**config.mk**
```make
export PLATFORM = sky130hd
export DESIGN_NAME = registro_file
export DESIGN_NICKNAME = d
export VERILOG_FILES = /design/src/rtl/registro_file.sv
export SDC_FILE = /design/constraint.sdc
export NUM_CORES = 2
export LEC_CHECK = 0
export CAP_MARGIN = 15
export CORE_ASPECT_RATIO = 0.6
export CORE_UTILIZATION = 55
export DETAILED_ROUTE_END_ITERATION = 16
export GPL_ROUTABILITY_DRIVEN = 0
export PLACE_DENSITY = 0.78
export SLEW_MARGIN = 10
export SYNTH_ARGS = -nofsm -noshare
export SYNTH_HDL_FRONTEND = slang
export SYNTH_SLANG_ARGS = --single-unit
```
**constraint.sdc**
```tcl
create_clock -name clk -period 5.11 [get_ports clk]
set_input_delay 0.511 -clock clk [delete_from_list [all_inputs] [get_ports clk]]
set_output_delay 0.511 -clock clk [all_outputs]
set_load 0.02 [all_outputs]
```
**src/rtl/registro_file.sv**
```systemverilog
// Register file: NUM_REGS x DATA_WIDTH, two combinational read ports, one synchronous write
// port sharing address1. Optional write-through forwarding under `REGISTRO_BYPASS_EN.
module registro_file #(
   parameter int DATA_WIDTH = 32,
   parameter int ADDR_WIDTH = 16,
   parameter int NUM_REGS   = 32
) (
   input  logic                  clk,
   input  logic                  rst,
   input  logic [DATA_WIDTH-1:0] data_in,
   input  logic [ADDR_WIDTH-1:0] address1,
   input  logic [ADDR_WIDTH-1:0] address2,
   input  logic                  write,
   output logic [DATA_WIDTH-1:0] data_out1,
   output logic [DATA_WIDTH-1:0] data_out2
);

   localparam int IDX_W = (NUM_REGS > 1) ? $clog2(NUM_REGS) : 1;
   // One extra bit so NUM_REGS == 2**ADDR_WIDTH is representable.
   localparam logic [ADDR_WIDTH:0] NUM_REGS_W = (ADDR_WIDTH + 1)'(NUM_REGS);

   logic [DATA_WIDTH-1:0] regs_q [NUM_REGS];
   logic [DATA_WIDTH-1:0] regs_d [NUM_REGS];

   logic             in_range1;
   logic             in_range2;
   logic [IDX_W-1:0] idx1;
   logic [IDX_W-1:0] idx2;
   logic             wr_en;

   function automatic logic in_range(input logic [ADDR_WIDTH-1:0] a);
      return ({1'b0, a} < NUM_REGS_W);
   endfunction

   assign in_range1 = in_range(address1);
   assign in_range2 = in_range(address2);
   assign idx1      = address1[IDX_W-1:0];
   assign idx2      = address2[IDX_W-1:0];
   assign wr_en     = write && !rst && in_range1;

   always_comb begin
      regs_d = regs_q;
      if (rst) begin
         for (int i = 0; i < NUM_REGS; i++) regs_d[i] = '0;
      end else if (wr_en) begin
         regs_d[idx1] = data_in;
      end
   end

   always_ff @(posedge clk) begin
      regs_q <= regs_d;
   end

   // Out-of-range reads return zero rather than aliasing onto a real entry.
   always_comb begin
      data_out1 = '0;
      data_out2 = '0;
      if (in_range1) data_out1 = regs_q[idx1];
      if (in_range2) data_out2 = regs_q[idx2];
`ifdef REGISTRO_BYPASS_EN
      if (wr_en) begin
         data_out1 = data_in;
         if (address2 == address1) data_out2 = data_in;
      end
`endif
   end

endmodule

```
# ---- Word level (Yosys, flattened, before mapping)
# Index checks and enable logic that the tools add are counted.
dict set report word_totals {
  out_inout_bits 64
  reg_bits 1024
  latch_bits 0
  input_bits 67
  romBits 0
  elab_cells 54
  ramBits 0
  memories 0
}
dict set report classes {
  mux 11
  reduce_logical 4
  n_div 0
  n_lt_le_gt_ge 5
  add_sub_neg 0
  shifts 0
  bitwise_logic 2
  n_eq_ne 0
  multipliers 0
}
# cell n
set ops {}
lappend ops {{bitwise mux 1024 bit} 1}
lappend ops {{binary-select mux 32 bit (select 5 bit)} 2}
lappend ops {{two-way mux 32 bit} 7}
lappend ops {{demux 32 bit (select 5 bit)} 1}
lappend ops {{< comparator 16 x 6 -> 1 bit, second input constant} 2}
lappend ops {{greater-or-equal comparator 6 bit, second input constant} 2}
lappend ops {{inverter 5 -> 6 bit} 2}
lappend ops {{< comparator 6 x 1 -> 1 bit, second input constant} 1}
lappend ops {{logical AND 1 bit} 3}
lappend ops {{logical NOT 1 bit} 1}

# ---- Depth between registers and ports, before layout
dict set report logic_depth {
  word_depth 6
  depth_mapped 8
  depth_no_buf 4
}

# ---- Worst setup path before layout
# No wires, ideal clock.
dict set report synth_path {
  path_type {input -> output}
  from {input address1[2]}
  to {output data_out1[1]}
  n_path_buf 3
  required_ns 4.599
  slack_ns 1.751
  arrival_ns 2.848
  stages 6
  path_cell_list {clkbuf_1 clkbuf_1 clkbuf_1 nand2_1 a32o_1 a2111oi_0}
}
dict set report synth_between {
  elab_chain_cells 5
  elab_cells_between_ends 6
  cone_classes {order compare (1); mux (4); bitwise (1)}
}
# element line
set synth_rtl {}
lappend synth_rtl {{start: declaration} 11} ;# input logic [ADDR_WIDTH-1:0] address1,
lappend synth_rtl {{inverter 5 -> 6 bit (implied by the code)} 58} ;# if (in_range1) data_out1 = regs_q[idx1];
lappend synth_rtl {{binary-select mux 32 bit (select 5 bit)} 58}
lappend synth_rtl {{two-way mux 32 bit (implied by the code) (2 in series)} 58}
lappend synth_rtl {{two-way mux 32 bit (*)} 58}
lappend synth_rtl {{end: declaration} 14} ;# output logic [DATA_WIDTH-1:0] data_out1,
# Every way passes the cells marked *; elsewhere a longest branch is shown, timed or not. The select of a mux whose other input is x is not followed.

# ---- Worst setup path after layout
dict set report layout_path {
  from {input address1[5]}
  to {output data_out1[28]}
}
dict set report layout_between {
  elab_chain_cells 2
}
# element line
set layout_rtl {}
lappend layout_rtl {{< comparator 16 x 6 -> 1 bit} 32} ;# return ({1'b0, a} < NUM_REGS_W);
lappend layout_rtl {{two-way mux 32 bit} 58}
# Every way passes these cells.

==> qor.csv <==
metric,value,unit
dp.cells,5802,
ff2ff_setup_slack,4.35,ns
fmax,0.191,GHz
fp.dieH,248,um
finClkSkew,0,ns
largest_reg_flops,1024,
required,4.60,ns
path_class,input pin to primary output,
ys_types,51,
hpwl,109000,um
setup_viol,1,
cts_buffers,94,
seq_area_frac_synth,37.0,%
rsz0062_at_grt,false,
start_kind,input pin,
cts_resized,0,
cts_tree,built,
path_clk_slew,0.06,ns
port_buffers,130,
clock_latency,0.71,ns
hp-class,input pin to flop,
grt_max_degree,231,
wl_per_cell,30.2,um
maxSlewViolCount,0,
top_regs,regs_q x1024,
cp.arrival,4.74,ns
synth_edf_count,0,
crit_fanout,21,
seq_power_share,48.2,%
final_util,61.6,%
core-area,0.0991,mm^2
r2r_start,regs_q[769]$_SDFFE_PP0P_,
drive_gt1_share,18.6,%
grt_pass1_wl,267000,um
io_pins,131,
post-route-period-util,103,%
drv_cap,0,
pwr-share-clk,44.5,%
yosysWarnings,0,
synth_nets,4760,
top_register,regs_q,
end_kind,primary output,
power,16.5,mW
final_hold_viol_count,0,
first_global_vias,39600,
synth_area,0.0554,mm^2
area_growth,10.1,%
cts-root-buf,clkbuf_16,
cts_hold_buf,0,
antenna_found_initial,0,
cts_setup_buffers,0,
swShare,24.3,%
die-area,0.102,mm^2
slew_headroom,15.1,%
drt_first_pass_iters,5,
n_fill_cell,7707,
combPwrFrac,7.2,%
cts.sinks,1024,
die_w,412,um
postLayoutCellArea,0.0610,mm^2
syn_inst,4693,
violations,negative setup slack,
min_period,5.25,ns
ys_dominant_reg_cell,dfxtp_1,
vias,40700,
outcome,finished with violations,
setup_ws,-0.139,ns
worst_pin_slew,1.27,ns
routed_via_density,6.80,
diodes,0,
finalNonFillerCells,5985,
r2r_cells,2,
p_switching,4.01,mW
initial_core_util,55.9,%
ir_drop,0.000228,V
endpoint,data_out1[28],
async_reset_ff_share,0,%
r2r_end,regs_q[769]$_SDFFE_PP0P_,
synth_area_per_cell,11.8,um^2
dpl_cell_area,0.0578,mm^2
nNetsFinal,4656,
drt-initial-drc-count,5693,
grtUsageTotal,35.1,%
p_per_area,271,mW/mm^2
leakagePower,27.5,nW
globalRouteOverflowTotal,0,
wirelength,181000,um
cts_buffer_depth,3,
worstSetupStartpoint,address1[5],
num_rows,89,
p_int,12.5,mW
cts_max_level,3,
ys_seq_elements,1024,
drc_errors,0,
ant_nets,0,
layout by cell type, fill, tap and decap left out, types with 5 or more instances in the layout:
cell             netlist  layout
nand2b_1            1062    1058
clkbuf_1             290      23
buf_12                 2      31
o211ai_1              13      13
o22ai_1               32      32
o21ai_0               31      31
nor4_4                 4       5
dfxtp_1             1024    1024
clkinv_2               0      24
nand3_4                8       8
mux4_2               481     481
a22oi_1               29      29
nor4_1                35      35
nor3_1                 7       6
nand2_4                0       7
clkbuf_16              0      95
mux2i_1             1214    1214
a22o_1                31      31
bufinv_16              0       7
buf_8                  1      14
o2111ai_1             17      17
buf_4                 35     145
o22a_1                17      17
nor2_1                34      32
a221oi_1              17      17
a211oi_1              16      16
nand3b_1              15      15
nand2_1               35      33
clkdlybuf4s50_1        0     120
a32o_1                13      13
clkbuf_8               0      19
how the worst min path moves through the flow:
stage | cells past startpoint | start | slack, ns | endpoint
final | 3 | rst | 0.38 | regs_q[768]$_SDFFE_PP0P_
after global routing | 3 | rst | 0.40 | regs_q[768]$_SDFFE_PP0P_
after CTS | 3 | rst | 0.36 | regs_q[768]$_SDFFE_PP0P_
after detailed placement | 2 | regs_q[45]$_SDFFE_PP0P_ | 0.48 | regs_q[45]$_SDFFE_PP0P_
after global placement | 2 | regs_q[251]$_SDFFE_PP0P_ | 0.47 | regs_q[251]$_SDFFE_PP0P_
after floorplan | 2 | regs_q[956]$_SDFFE_PP0P_ | 0.46 | regs_q[956]$_SDFFE_PP0P_
cells by family (layout without fill, tap and decap cells):
family                 count (synthesis)  count (layout)  share of synthesized area (%)
buffers and inverters                515             488                           4.43
DFF                                 1024            1024                           37.0
AOI/OAI and AO/OA                    222             222                           3.05
and+or+nand+nor                     1237            1237                           14.1
muxes                               1695            1695                           41.5
power by group through the flow:
stage                     Clock, mW  Sequential (mW)  Combinational, mW
after floorplan                   0             8.16              0.793
after global placement            0             8.16               1.15
after detailed placement          0             8.16               1.16
after CTS                      7.38             7.98               1.16
after global routing           7.73             7.97               1.23
final                          7.37             7.98               1.20
stage by stage:
| step | setup TNS, ns | setup WS, ns | hold WS, ns |
|---|---|---|---|
| 6_report | -0.139 | -0.139 | 0.376 |
| 5_1_grt | 0 | 0.0353 | 0.401 |
| 4_1_cts | 0 | 0.131 | 0.355 |
| 3_5_place_dp | 0 | 0.164 | 0.476 |
| 3_3_place_gp | 0 | 0.238 | 0.468 |
| 2_1_floorplan | 0 | 1.75 | 0.455 |
metal layers:
layer  up-vias  share of wire (%)  wire length [um]  GRT usage [%]
li1      16900                  -                 -              -
met4         0                4.3              7700           14.2
met3       478                 11             20000           8.72
met5         -                  0                 0              0
met1     20800                 42             75800           49.8
met2      2525                 43             77300           51.1
final cells by class:
class / count / area, um^2 / area share (%)
clock inverter: 36 / 384 / 0.629
sequential: 1024 / 20500 / 33.6
inverter: 2 / 10.0 / 0.0164
tap: 1319 / 1650 / 2.70
clock buffer: 137 / 2730 / 4.46
timing repair buffer: 313 / 3190 / 5.22
multi-input combinational: 3154 / 32600 / 53.4
Yosys cell counts (4+ instances only):
cell | n | share of area, %
nor4_4 | 4 | 0.15
o2111ai_1 | 17 | 0.27
buf_2 | 126 | 1.1
a22o_1 | 31 | 0.49
a211oi_1 | 16 | 0.22
dfxtp_1 | 1024 | 37
nor2b_1 | 4 | 0.045
nand2_1 | 35 | 0.24
nand2b_1 | 1062 | 12
a32o_1 | 13 | 0.23
mux2i_1 | 1214 | 22
nand3b_1 | 15 | 0.20
o21ai_0 | 31 | 0.28
a22oi_1 | 29 | 0.39
o22a_1 | 17 | 0.27
nor3_1 | 7 | 0.063
nand3_4 | 8 | 0.25
buf_6 | 25 | 0.51
nor4_1 | 35 | 0.39
o211ai_1 | 13 | 0.18
clkbuf_1 | 290 | 2.0
and2_1 | 7 | 0.079
nand2_2 | 7 | 0.079
mux4_2 | 481 | 20
buf_4 | 35 | 0.47
nor2_1 | 34 | 0.23
a221oi_1 | 17 | 0.27
o22ai_1 | 32 | 0.36
buf_1 | 34 | 0.23
critical path, stage by stage:
cell	delay, ns
clkdlybuf4s50_1	0.39
or4_1	0.85
nor3_2	0.31
buf_4	0.46
o311ai_0	0.30
a211oi_1	1.08
clkdlybuf4s50_1	0.80
No activity file was read; power rests on OpenSTA's default activity.
